==> src/rtl/piece_blit_engine.sv <==
// Sequential piece blitter: owns the locked playfield and runs CHECK/LOCK/ERASE/CLEAR
// one board column per cycle, with a registered column read port and live-piece overlay.
// state | meaning
// IDLE  | waiting for start
// RUN   | stepping k across piece (or board) columns
// DONE  | one-cycle done pulse, flags valid
module piece_blit_engine #(
  parameter int BOARD_W     = 10,
  parameter int BOARD_H     = 20,
  parameter int PIECE_N     = 4,
  parameter int COORD_W     = 6,
  parameter int ALLOW_ABOVE = 1
) (
  input  logic                         clk,
  input  logic                         reset,
  input  logic                         start,
  input  logic [1:0]                   mode,
  input  logic [PIECE_N*PIECE_N-1:0]   piece,
  input  logic signed [COORD_W-1:0]    pos_x,
  input  logic signed [COORD_W-1:0]    pos_y,
  output logic                         busy,
  output logic                         done,
  output logic                         collide,
  output logic                         oob,
  input  logic [$clog2(BOARD_W)-1:0]   rd_col,
  input  logic                         rd_ovl,
  input  logic [PIECE_N*PIECE_N-1:0]   ov_piece,
  input  logic signed [COORD_W-1:0]    ov_x,
  input  logic signed [COORD_W-1:0]    ov_y,
  output logic [BOARD_H-1:0]           rd_data
);

  localparam int CW = $clog2(BOARD_W);
  localparam int KW = $clog2(BOARD_W > PIECE_N ? BOARD_W : PIECE_N);
  localparam logic [1:0] M_CHECK = 2'd0, M_LOCK = 2'd1, M_ERASE = 2'd2, M_CLEAR = 2'd3;

  typedef enum logic [1:0] {S_IDLE, S_RUN, S_DONE} state_t;

  state_t                       state, state_nx;
  logic [KW-1:0]                k;
  logic [1:0]                   lat_mode;
  logic [PIECE_N*PIECE_N-1:0]   lat_piece;
  logic signed [COORD_W-1:0]    lat_x, lat_y;
  logic [BOARD_H-1:0]           board [BOARD_W];

  logic                         last, in_x, hit, oob_hit, wr_en;
  int                           bx, dxo;
  logic [PIECE_N-1:0]           pcol;
  logic [BOARD_H-1:0]           m, cur, wr_val, rd_base, ovm, rd_next;
  logic [CW-1:0]                wr_idx;

  // Row mask of a piece column placed at origin row oy, clipped to the board.
  function automatic logic [BOARD_H-1:0] col_mask(input logic [PIECE_N-1:0] pc, input int oy);
    logic [BOARD_H-1:0] r;
    r = '0;
    for (int dy = 0; dy < PIECE_N; dy++)
      if (pc[dy] && (oy + dy >= 0) && (oy + dy < BOARD_H)) r[oy+dy] = 1'b1;
    return r;
  endfunction

  function automatic logic col_oob_y(input logic [PIECE_N-1:0] pc, input int oy);
    logic r;
    r = 1'b0;
    for (int dy = 0; dy < PIECE_N; dy++)
      if (pc[dy] && ((oy + dy >= BOARD_H) || (ALLOW_ABOVE == 0 && oy + dy < 0))) r = 1'b1;
    return r;
  endfunction

  always_ff @(posedge clk) begin
    if (reset) state <= S_IDLE;
    else       state <= state_nx;
  end

  always_comb begin
    state_nx = state;
    busy     = 1'b0;
    done     = 1'b0;
    last     = (k == ((lat_mode == M_CLEAR) ? KW'(BOARD_W - 1) : KW'(PIECE_N - 1)));
    case (state)
      S_IDLE: if (start) state_nx = S_RUN;
      S_RUN: begin
        busy = 1'b1;
        if (last) state_nx = S_DONE;
      end
      default: begin
        done     = 1'b1;
        state_nx = S_IDLE;
      end
    endcase
  end

  always_comb begin
    bx      = 0;
    in_x    = 1'b0;
    pcol    = '0;
    m       = '0;
    cur     = '0;
    hit     = 1'b0;
    oob_hit = 1'b0;
    wr_en   = 1'b0;
    wr_idx  = '0;
    wr_val  = '0;
    if (state == S_RUN) begin
      bx   = int'(lat_x) + int'(k);
      in_x = (bx >= 0) && (bx < BOARD_W);
      if (int'(k) < PIECE_N) pcol = lat_piece[int'(k)*PIECE_N +: PIECE_N];
      m      = col_mask(pcol, int'(lat_y));
      wr_idx = CW'(bx);
      cur    = board[wr_idx];
      case (lat_mode)
        M_CHECK, M_LOCK: begin
          hit     = in_x && (|(cur & m));
          oob_hit = ((|pcol) && !in_x) || col_oob_y(pcol, int'(lat_y));
          if (lat_mode == M_LOCK) begin
            wr_en  = in_x;
            wr_val = cur | m;
          end
        end
        M_ERASE: begin
          wr_en  = in_x;
          wr_val = cur & ~m;
        end
        default: begin
          wr_en  = 1'b1;
          wr_idx = CW'(k);
          wr_val = '0;
        end
      endcase
    end
  end

  // Read port forwards the column being written this cycle (write-first).
  always_comb begin
    rd_base = '0;
    ovm     = '0;
    rd_next = '0;
    dxo     = int'(rd_col) - int'(ov_x);
    if (int'(rd_col) < BOARD_W) begin
      rd_base = (wr_en && wr_idx == rd_col) ? wr_val : board[rd_col];
      if (rd_ovl && dxo >= 0 && dxo < PIECE_N)
        ovm = col_mask(ov_piece[dxo*PIECE_N +: PIECE_N], int'(ov_y));
      rd_next = rd_base | ovm;
    end
  end

  always_ff @(posedge clk) begin
    if (reset) begin
      k         <= '0;
      lat_mode  <= M_CHECK;
      lat_piece <= '0;
      lat_x     <= '0;
      lat_y     <= '0;
      collide   <= 1'b0;
      oob       <= 1'b0;
      rd_data   <= '0;
      for (int i = 0; i < BOARD_W; i++) board[i] <= '0;
    end else begin
      rd_data <= rd_next;
      if (state == S_IDLE && start) begin
        k         <= '0;
        lat_mode  <= mode;
        lat_piece <= piece;
        lat_x     <= pos_x;
        lat_y     <= pos_y;
        collide   <= 1'b0;
        oob       <= 1'b0;
      end
      if (state == S_RUN) begin
        k       <= k + 1'b1;
        collide <= collide | hit;
        oob     <= oob | oob_hit;
        if (wr_en) board[wr_idx] <= wr_val;
      end
    end
  end

endmodule

==> config.mk <==
export PLATFORM = sky130hd
export DESIGN_NAME = piece_blit_engine
export DESIGN_NICKNAME = d
export VERILOG_FILES = /design/src/rtl/piece_blit_engine.sv
export SDC_FILE = /design/constraint.sdc
export NUM_CORES = 1
export LEC_CHECK = 0
export CAP_MARGIN = 20
export CORE_ASPECT_RATIO = 0.5
export CORE_MARGIN = 2
export CORE_UTILIZATION = 50
export DETAILED_ROUTE_END_ITERATION = 10
export PLACE_DENSITY_LB_ADDON = 0.12
export REMOVE_ABC_BUFFERS = 1
export SLEW_MARGIN = 0
export SYNTH_ARGS = -nofsm -noshare
export SYNTH_HDL_FRONTEND = slang
export SYNTH_SLANG_ARGS = --single-unit
==> constraint.sdc <==
create_clock -name clk -period 5.2 [get_ports clk]
set_input_delay 1.04 -clock clk [delete_from_list [all_inputs] [get_ports clk]]
set_output_delay 1.04 -clock clk [all_outputs]
set_load 0.02 [all_outputs]
==> results of run 1 <==
==> registers in the layout (all words and copies together), names as in the netlist <==
register   flops
lat_piece     16
rd_data       20
lat_mode       2
board        320
oob            1
lat_x          6
state          2
collide        1
lat_y          6
k              4
==> synthesized netlist by cell type (7+ instances only) <==
library cell,count
a32oi_1,9
dfxtp_1,58
edfxtp_1,320
xor2_1,9
mux4_2,199
clkbuf_1,96
nor2b_1,15
nor3_1,27
and2_1,12
a21o_1,9
o21ai_0,60
nand2_1,196
mux2_2,13
o311ai_0,10
a22oi_1,20
nand3_1,53
a221oi_1,11
buf_1,12
a22o_1,7
inv_1,40
xnor2_1,15
ha_1,21
a21oi_1,52
buf_4,7
nor4_1,10
nand2b_1,24
mux2i_1,17
buf_2,19
nor2_1,254
nand4_1,14
or3_1,7
==> worst max-delay path, cell delays in order (launching register included) <==
cell and delay [ns]:
dfxtp_1 0.78, ha_1 0.35, a21o_1 0.16, a21oi_1 0.29
mux2_2 0.37, a22oi_1 0.40, maj3_1 0.34, nand2_1 0.21
nor3b_1 0.54, nand2_1 0.11, buf_4 0.27, nand2b_1 0.14
buf_4 0.28
==> cell families after synthesis <==
logic type / after synthesis
simple gates: 643
fa+ha+maj: 24
xor+xnor: 25
mux: 229
flops: 378
compound gates: 252
buf+inv: 177
==> power groups by stage <==
stage	registers, uW	clock network, uW	logic, uW
6_report	3390	2600	1150
5_1_grt	3400	2750	1210
4_1_cts	3390	2630	1130
3_5_place_dp	3460	0	1130
3_3_place_gp	3450	0	1120
2_1_floorplan	3450	0	665
==> per-layer routing <==
metal  global-route usage [%]  part of all wire, %  vias to the layer above
li1                         -                    -                     6796
met1                    46.38                   42                     8166
met2                    46.75                   44                      928
met3                    9.256                   13                      118
met4                    6.919                  2.0                        2
met5                        0                0.020                        -
==> metrics by stage <==
stage / utilization [%] / worst slack (ns) / instances / cell area (um^2)
2_1_floorplan: - / -1.095 / 1593 / 20830
3_3_place_gp: 54.99 / 0.3198 / 2337 / 23160
3_5_place_dp: 55.02 / 0.4021 / 2338 / 23170
4_1_cts: 57.72 / 0.7379 / 2404 / 24300
5_1_grt: 57.72 / 0.4430 / 2404 / 24300
6_report: 57.72 / 0.6267 / 2405 / 24310
==> layout make-up <==
cell class / instances / area (um^2) / area share (%)
antenna: 1 / 2.502 / 0.01029
clock buffer: 45 / 965.9 / 3.974
clock inverter: 21 / 171.4 / 0.7052
inverter: 42 / 157.7 / 0.6486
multi-input combinational: 1173 / 9970 / 41.02
sequential: 378 / 10770 / 44.31
tap: 577 / 721.9 / 2.970
timing repair buffer: 168 / 1548 / 6.367
==> worst paths after layout <==
check | from | end | slack (ns) | cells past startpoint
setup / recovery | k[1] | board[4][7] | 0.63 | 12
hold / removal | lat_piece[13] | lat_piece[13] | 0.45 | 2
setup reg to reg | k[1] | board[4][7] | 0.63 | 12
hold reg to reg | lat_piece[13] | lat_piece[13] | 0.45 | 2
==> summary.md, run 1 <==
| Metric | Value |
|---|---|
| First-pass GRT wire length | `just over 100000 um` |
| Detail Route Antenna Nets | `0` |
| Post-DP HPWL | `47220 um` |
| Async SR Flop Fraction | `0%` |
| Overall power | `between 7000 and 8000 uW` |
| GPL Wtd Cong | `0.9278` |
| Drt pass-1 iters | `5` |
| Seq pwr share | `between 40% and 50%` |
| Largest cells by area after synthesis | `edfxtp_1, mux4_2, dfxtp_1` |
| GRT overflow | `0` |
| Clock skew | `between 0.02 and 0.025 ns` |
| Layout cells sized above 1 | `~20%` |
| CTS Buf Count | `36` |
| Outcome | `finished clean` |
| Number of global-route vias before repair | `15488` |
| Tightest Pin Transition | `1.066 ns` |
| Average cell area after synthesis | `about 12 um^2` |
| Initial antenna violation count | `3` |
| Crit end category | `flop` |
| Pint | `5224 uW` |
| Compound-Gate Fraction of Synth Area | `8.002%` |
| Post-CTS setup buffer count | `0` |
| WL per Instance | `28.86 um` |
| IO buf count | `roughly 90` |
| Post-synth top area cell | `edfxtp_1` |
| RSZ-0062 raised after global routing | `false` |
| Worst-skew pair later-pin latency | `0.56 ns` |
| Largest family of logic cells by synthesized area | `multiplexers` |
| Cells after Synth | `1728` |
| Final hold violation count | `0` |
| Vias/cell | `6.657` |
| H-tree Lvls | `2` |
| XOR/XNOR Fraction of Synth Area | `approximately 1.1%` |
| EDFF count, synth | `320` |
| Critical path arrival | `roughly 4.8 ns` |
| Switching power | `around 1900 uW` |
| # IOs | `90` |
| Die ar. | `between 0.04 and 0.05 mm^2` |
| Combinational share of power | `16.1%` |
| Worst min path class | `flop to flop` |
| Power density over the cells | `around 290 mW/mm^2` |
| Startpoint types | `flop` |
| DR iter-0 viols | `roughly 2300` |
| Critical Path RT | `around 5.4 ns` |
| Cell row count | `53` |
| Min cycle time layout | `about 4.6 ns` |
| Final max-slew violation count | `0` |
| CTS tree | `yes` |
| Max-cap violations | `0` |
| Slew HR | `~29%` |
| Pin count of the biggest net entering global routing | `82` |
| Die width | `slightly below 300 um` |
| Post-synthesis sequential area ratio | `50.35%` |
| Critical path class | `flop to flop` |
| Adder-Cell Fraction of Synth Area | `about 1.5%` |
| # clock sinks | `378` |
| Reg clk slew, reported paths | `~0.07 ns` |
| Fill cell count | `approximately 3400` |
| Crit-path max FO | `21` |
| Clock Power Share | `~36%` |
| Hold_ws | `0.4530 ns` |
| Netlist Area Pre-Place | `between 0.02 and 0.025 mm^2` |
| Mux share of post-synthesis cell area | `between 20% and 30%` |
| Switching Fraction | `26.85%` |
| Tcrit/Tclk final | `around 88%` |
| Post-synthesis to final-layout area growth | `13.64%` |
| Layout net count | `~1900` |
| Initial core utilization | `roughly half` |
| Die H | `~150 um` |
| DRC Markers | `0` |
| Share of the synthesized area in the top cell type | `between 40 and 50%` |
| Worst vdd ir | `roughly 0.00027 V` |
| Most common cell after layout, fill and taps aside | `edfxtp_1` |
| Final Setup Violations | `0` |
| Main synth FF type | `edfxtp_1` |
| Post-CTS Hold Buffers | `0` |
| Post-Route Setup TNS | `0 ns` |
| Detailed Route WL | `between 60000 and 70000 um` |
| Synthesis Warnings | `0` |
| Highest clock rate | `218.7 MHz` |
| Resized cells post-CTS | `0` |
| P_leak | `approximately 0.0078 uW` |
| Simple logic cell fraction of the synthesized area | `a little over an eighth` |
| Worst-case clock buffer depth | `3` |
| GRT Total Usage | `a little under a third` |
| Number of distinct library cells after synthesis | `just under 80` |
| Synth Register Bits | `between 300 and 400` |
| Core ar. | `between 0.04 and 0.05 mm^2` |
| Vias | `around 16000` |
| Most frequent cells in the layout | `edfxtp_1, nor2_1, mux4_2` |
| CTS root buf | `clkbuf_16` |
(Power assumes the default switching activity.)
==> run 2: changes to the inputs <==
CAP_MARGIN = unset   (was 20)
==> summary.md, run 2 (synthesized netlist as in run 1, its figures left out) <==
| Metric | Value |
|---|---|
| Outcome | `finished clean (unchanged)` |
| Slowest CP cell | `dfxtp_1 (unchanged)` |
| Post-CTS setup buffer count | `0 (unchanged)` |
| WL met1 | `28110 um (was 28820 um)` |
| Critical path arrival | `4.73 ns (was 4.81 ns)` |
| Layout cells sized above 1 | `19.67% (was 19.98%)` |
| Slew HR | `14.94% (was 28.81%)` |
| Drt pass-1 iters | `6 (was 5)` |
| Seq pwr share | `47.7% (was 47.5%)` |
| Hold Crit Start | `lat_piece[13] (unchanged)` |
| Die H | `150.3 um (unchanged)` |
| Most common cell after layout, fill and taps aside | `edfxtp_1 (unchanged)` |
| # IOs | `90 (unchanged)` |
| Post-synthesis to final-layout area growth | `13.38% (was 13.64%)` |
| Post-DP HPWL | `47160 um (was 47220 um)` |
| Tightest Pin Transition | `1.269 ns (was 1.066 ns)` |
| Setup slack, reg-to-reg | `0.69 ns (was 0.63 ns)` |
| Crit end category | `flop (unchanged)` |
| Worst vdd ir | `0.0002629 V (was 0.0002745 V)` |
| Detail Route Antenna Nets | `0 (unchanged)` |
| GPL Wtd Cong | `0.9278 (unchanged)` |
| Vias | `15975 (was 16010)` |
| Hold_ws | `0.4542 ns (was 0.4530 ns)` |
| Clock Power Share | `36.2% (was 36.4%)` |
| Critical Path RT | `5.41 ns (was 5.43 ns)` |
| Largest regs | `board x320, rd_data x20, lat_piece x16 (unchanged)` |
| Final Core Density | `57.59% (was 57.72%)` |
| Wire length on met2 | `30530 um (was 30370 um)` |
| Pin count of the biggest net entering global routing | `82 (unchanged)` |
| Max reg flops | `320 (unchanged)` |
| Crit-path max FO | `21 (unchanged)` |
| Max layer used | `met5 (unchanged)` |
| Most frequent cells in the layout | `edfxtp_1, nor2_1, mux4_2 (unchanged)` |
| Worst Hold Depth | `2 (unchanged)` |
| Fin area | `0.02425 mm^2 (was 0.02431 mm^2)` |
| Switching power | `1876 uW (was 1917 uW)` |
| Initial antenna violation count | `1 (was 3)` |
| R2R cell count | `12 (unchanged)` |
| IO buf count | `89 (unchanged)` |
| Placed cell areas | `0.02316 mm^2 (was 0.02317 mm^2)` |
| GRT Total Usage | `31.69% (was 31.58%)` |
| Met3 routed WL | `9099 um (was 8789 um)` |
| Die width | `296.5 um (unchanged)` |
| CTS Buf Count | `35 (was 36)` |
| Die ar. | `0.04455 mm^2 (unchanged)` |
| CTS tree | `yes (unchanged)` |
| CP cell instances | `ha_1, a21o_1, a21oi_1, mux2_2, a22oi_1, maj3_1, nand2_1, nor3b_1, nand2_1, buf_4, nand2b_1, buf_4 (unchanged)` |
| Core ar. | `0.04211 mm^2 (unchanged)` |
| Final hold violation count | `0 (unchanged)` |
| Startpoint types | `flop (unchanged)` |
| Worst Setup EP | `board[4][9] (was board[4][7])` |
| Combinational share of power | `16.1% (about the same)` |
| WL per Instance | `28.83 um (was 28.86 um)` |
| CP max stage delay | `0.77 ns (was 0.78 ns)` |
| Most flops, register | `board (unchanged)` |
| CP startpoint | `k[1] (unchanged)` |
| Critical path class | `flop to flop (unchanged)` |
| Vias/cell | `6.665 (was 6.657)` |
| # clock sinks | `378 (unchanged)` |
| R2r endpoint | `board[4][9] (was board[4][7])` |
| Highest clock rate | `221.6 MHz (was 218.7 MHz)` |
| Worst-skew pair later-pin latency | `0.55 ns (was 0.56 ns)` |
| Reg clk slew, reported paths | `0.06 ns (was 0.07 ns)` |
| Final max-slew violation count | `0 (unchanged)` |
| Clock skew | `0.02212 ns (was 0.02496 ns)` |
| Number of global-route vias before repair | `15545 (was 15488)` |
| P_leak | `0.007747 uW (was 0.007776 uW)` |
| RSZ-0062 raised after global routing | `false (unchanged)` |
| Pint | `5235 uW (was 5224 uW)` |
| Worst-case clock buffer depth | `3 (unchanged)` |
| Power density over the cells | `293.2 mW/mm^2 (was 293.8 mW/mm^2)` |
| DRC Markers | `0 (unchanged)` |
| Cell row count | `53 (unchanged)` |
| Tcrit/Tclk final | `86.76% (was 87.95%)` |
| Post-CTS Hold Buffers | `0 (unchanged)` |
| DR iter-0 viols | `2396 (was 2299)` |
| H-tree Lvls | `2 (unchanged)` |
| Ant diodes | `0 (was 1)` |
| Fill cell count | `3448 (was 3422)` |
| Initial core utilization | `50.79% (unchanged)` |
| GRT overflow | `0 (unchanged)` |
| Resized cells post-CTS | `0 (unchanged)` |
| Detailed Route WL | `69100 um (was 69400 um)` |
| Final Setup Violations | `0 (unchanged)` |
| Switching Fraction | `26.39% (was 26.85%)` |
| Worst r2r src | `k[1] (unchanged)` |
| Worst min path class | `flop to flop (unchanged)` |
| Layout net count | `1886 (was 1888)` |
| Max-cap violations | `0 (unchanged)` |
| Min cycle time layout | `4.512 ns (was 4.573 ns)` |
| First-pass GRT wire length | `102100 um (was 101600 um)` |
| CTS root buf | `clkbuf_16 (unchanged)` |
-- run 2: power by group through the flow --
stage          Sequential [uW]  Combinational [uW]  Clock [uW]
5_1_grt                   3400                1210        2720
3_3_place_gp              3450                1120           0
4_1_cts                   3390                1130        2600
6_report                  3390                1150        2570
2_1_floorplan             3450                 665           0
3_5_place_dp              3460                1130           0
-- run 2: routing by layer --
metal	up-vias	track usage, %
li1	6789	-
met1	8121	46.57
met2	947	47.48
met3	116	8.843
met4	2	6.364
met5	-	0
-- run 2: critical path, delay by kind of cell, from the launching register on --
family,cells,cell delay [ns]
AND/OR/NAND/NOR,4,0.97
flip-flops,1,0.77
buffers and inverters,2,0.55
AO/OA/AOI/OAI,3,0.83
multiplexers,1,0.37
adder cells (fa/ha/maj),2,0.67
-- run 2: how the worst min path moves through the flow --
stage                               end
after global routing      lat_piece[11]
after CTS                 lat_piece[13]
after floorplan           lat_piece[11]
final                     lat_piece[13]
after detailed placement  lat_piece[13]
after global placement    lat_piece[10]
-- run 2: area by class of cell --
cell class | instances | area (um^2) | share of cell area [%]
multi-input combinational | 1173 | 9970 | 41.11
inverter | 42 | 157.7 | 0.6501
sequential | 378 | 10770 | 44.41
clock buffer | 42 | 902.1 | 3.720
clock inverter | 18 | 192.7 | 0.7946
timing repair buffer | 167 | 1536 | 6.336
tap | 577 | 721.9 | 2.977
-- run 2: stage by stage --
stage | setup TNS [ns] | setup WS (ns) | cells | total power, uW
6_report | 0 | 0.6883 | 2397 | 7111
5_1_grt | 0 | 0.4248 | 2397 | 7331
4_1_cts | 0 | 0.7197 | 2397 | 7120
3_5_place_dp | 0 | 0.3816 | 2337 | 4583
3_3_place_gp | 0 | 0.3198 | 2337 | 4568
2_1_floorplan | -242.19 | -1.095 | 1593 | 4116
==> run 3: changes to the inputs <==
CORE_UTILIZATION = 35   (was 50)
TNS_END_PERCENT = 50   (was unset)
==> summary.md, run 3 (synthesized netlist as in run 1, its figures left out) <==
| Metric | Value |
|---|---|
| Final max-slew violation count | `0 (unchanged)` |
| Post-synthesis to final-layout area growth | `16.55% (was 13.38%)` |
| Power density over the cells | `297.7 mW/mm^2 (was 293.2 mW/mm^2)` |
| RSZ-0062 raised after global routing | `false (unchanged)` |
| Tcrit/Tclk final | `86.24% (was 86.76%)` |
| CP Buf/Inv Count | `2 (unchanged)` |
| Vias | `15763 (was 15975)` |
| Vias/cell | `5.884 (was 6.665)` |
| Initial core utilization | `35.19% (was 50.79%)` |
| Seq pwr share | `45.7% (was 47.7%)` |
| Cell row count | `64 (was 53)` |
| GRT Total Usage | `22.71% (was 31.69%)` |
| GPL Wtd Cong | `0.9121 (was 0.9278)` |
| Crit-path max FO | `24 (was 21)` |
| Startpoint types | `flop (unchanged)` |
| Number of global-route vias before repair | `15104 (was 15545)` |
| Layout net count | `1916 (was 1886)` |
| Critical path arrival | `4.89 ns (was 4.73 ns)` |
| Most flops, register | `board (unchanged)` |
| Post-CTS Hold Buffers | `0 (unchanged)` |
| Die ar. | `0.06323 mm^2 (was 0.04455 mm^2)` |
| CTS Buf Count | `39 (was 35)` |
| First-pass GRT wire length | `104900 um (was 102100 um)` |
| Overall power | `7420 uW (was 7111 uW)` |
| Reg clk slew, reported paths | `0.06 ns (about the same)` |
| Post-CTS setup buffer count | `0 (unchanged)` |
| Pin count of the biggest net entering global routing | `81 (was 82)` |
| Combinational share of power | `15.7% (was 16.1%)` |
| Hold_ws | `0.4535 ns (was 0.4542 ns)` |
| Die width | `353.6 um (was 296.5 um)` |
| DR iter-0 viols | `1960 (was 2396)` |
| Clock Power Share | `38.6% (was 36.2%)` |
| GRT overflow | `0 (unchanged)` |
| DRC Markers | `0 (unchanged)` |
| Largest regs | `board x320, rd_data x20, lat_piece x16 (unchanged)` |
| CTS tree | `yes (unchanged)` |
| Worst min path class | `flop to flop (unchanged)` |
| Max reg flops | `320 (unchanged)` |
| # IOs | `90 (unchanged)` |
| Drt pass-1 iters | `6 (unchanged)` |
| Resized cells post-CTS | `0 (unchanged)` |
| Max-cap violations | `0 (unchanged)` |
| Slowest CP cell | `fa_4 (was dfxtp_1)` |
| Critical Path RT | `5.61 ns (was 5.41 ns)` |
| Pint | `5473 uW (was 5235 uW)` |
| Slew HR | `17.75% (was 14.94%)` |
| Switching Fraction | `26.24% (was 26.39%)` |
| P_leak | `0.007948 uW (was 0.007747 uW)` |
| IO buf count | `89 (unchanged)` |
| Outcome | `finished clean (unchanged)` |
| Tightest Pin Transition | `1.228 ns (was 1.269 ns)` |
| Post-Route Setup TNS | `0 ns (unchanged)` |
| Final hold violation count | `0 (unchanged)` |
| # clock sinks | `378 (unchanged)` |
| Worst vdd ir | `0.0002102 V (was 0.0002629 V)` |
| Final Setup Violations | `0 (unchanged)` |
| Die H | `178.8 um (was 150.3 um)` |
| CP dominant cell by count | `mux4_2` |
| H-tree Lvls | `2 (unchanged)` |
| Clock skew | `0.02890 ns (was 0.02212 ns)` |
| CP max stage delay | `1.10 ns (was 0.77 ns)` |
| Layout cells sized above 1 | `21.20% (was 19.67%)` |
| Core ar. | `0.06078 mm^2 (was 0.04211 mm^2)` |
| Worst-case clock buffer depth | `3 (unchanged)` |
| Top Family by Delay on Critical Path | `adder cells (was simple AND/OR/NAND/NOR gates)` |
| Ant diodes | `0 (unchanged)` |
| Most common cell after layout, fill and taps aside | `edfxtp_1 (unchanged)` |
| CP cell instances | `ha_4, fa_4, buf_4, mux4_2, mux4_2, inv_1, o22ai_1, or4_1, nor4_1, a2111oi_0 (was ha_1, a21o_1, a21oi_1, mux2_2, a22oi_1, maj3_1, nand2_1, nor3b_1, nand2_1, buf_4, nand2b_1, buf_4)` |
| Fill cell count | `5700 (was 3448)` |
| Detailed Route WL | `72430 um (was 69100 um)` |
| Post-DP HPWL | `48110 um (was 47160 um)` |
| Crit end category | `flop (unchanged)` |
| Most frequent cells in the layout | `edfxtp_1, nor2_1, mux4_2 (unchanged)` |
| CTS root buf | `clkbuf_16 (unchanged)` |
| Detail Route Antenna Nets | `0 (unchanged)` |
| Min cycle time layout | `4.484 ns (was 4.512 ns)` |
| Initial antenna violation count | `0 (was 1)` |
| Critical path class | `flop to flop (unchanged)` |
| Worst-skew pair later-pin latency | `0.55 ns (about the same)` |
| Switching power | `1947 uW (was 1876 uW)` |
| WL per Instance | `27.04 um (was 28.83 um)` |
| Highest clock rate | `223.0 MHz (was 221.6 MHz)` |
[run 3: cell types whose count changed in the layout (fill, tap and decap cells not counted), sizes merged]
cell / change
clkbuf: +2
clkinvlp: +2
bufinv: +2
buf: +26
clkinv: +3
inv: -1
[run 3: layout make-up]
cell class	count	area, um^2	share of cell area [%]
flip-flops and latches	378	10770	43.20
multi-input cells	1173	9977	40.02
repair buffers	193	1735	6.961
well taps	825	1032	4.141
clock buffers	44	994.7	3.990
clock inverters	24	261.5	1.049
inverters	42	157.7	0.6324
[run 3: final timing paths]
check / cells past startpoint / to / slack, ns / from
max: 10 / collide / 0.72 / k[0]
min: 2 / lat_piece[1] / 0.45 / lat_piece[1]
max reg2reg: 10 / collide / 0.72 / k[0]
min reg2reg: 2 / lat_piece[1] / 0.45 / lat_piece[1]
[run 3: power groups by stage]
stage	clock network, uW	registers [uW]	logic [uW]
final	2870	3390	1170
after global routing	3030	3400	1230
after CTS	2910	3390	1160
after detailed placement	0	3450	1150
after global placement	0	3450	1160
after floorplan	0	3450	665
[run 3: layer usage]
metal	part of all wire, %	global-route usage [%]	up-vias
met3	7.0	3.176	81
met5	0	0	-
met1	47	34.62	8259
met4	1.8	4.450	0
li1	-	-	6838
met2	44	34.53	585
[run 3: worst register-to-register path: stages (launching register included)]
cell	delay, ns
dfxtp_1	0.33
ha_4	0.17
fa_4	1.10
buf_4	0.52
mux4_2	0.39
mux4_2	0.52
inv_1	0.07
o22ai_1	0.09
or4_1	0.60
nor4_1	0.40
a2111oi_0	0.16
[run 3: through the flow]
| stage | cells | instance area, um^2 | setup slack (ns) | utilization (%) |
|---|---|---|---|---|
| 3_3_place_gp | 2611 | 23670 | 0.6915 | 38.95 |
| 4_1_cts | 2679 | 24930 | 0.6898 | 41.02 |
| 5_1_grt | 2679 | 24930 | 0.5205 | 41.02 |
| 2_1_floorplan | 1593 | 20830 | -1.095 | - |
| 3_5_place_dp | 2611 | 23670 | 0.6525 | 38.95 |
| 6_report | 2679 | 24930 | 0.7157 | 41.02 |
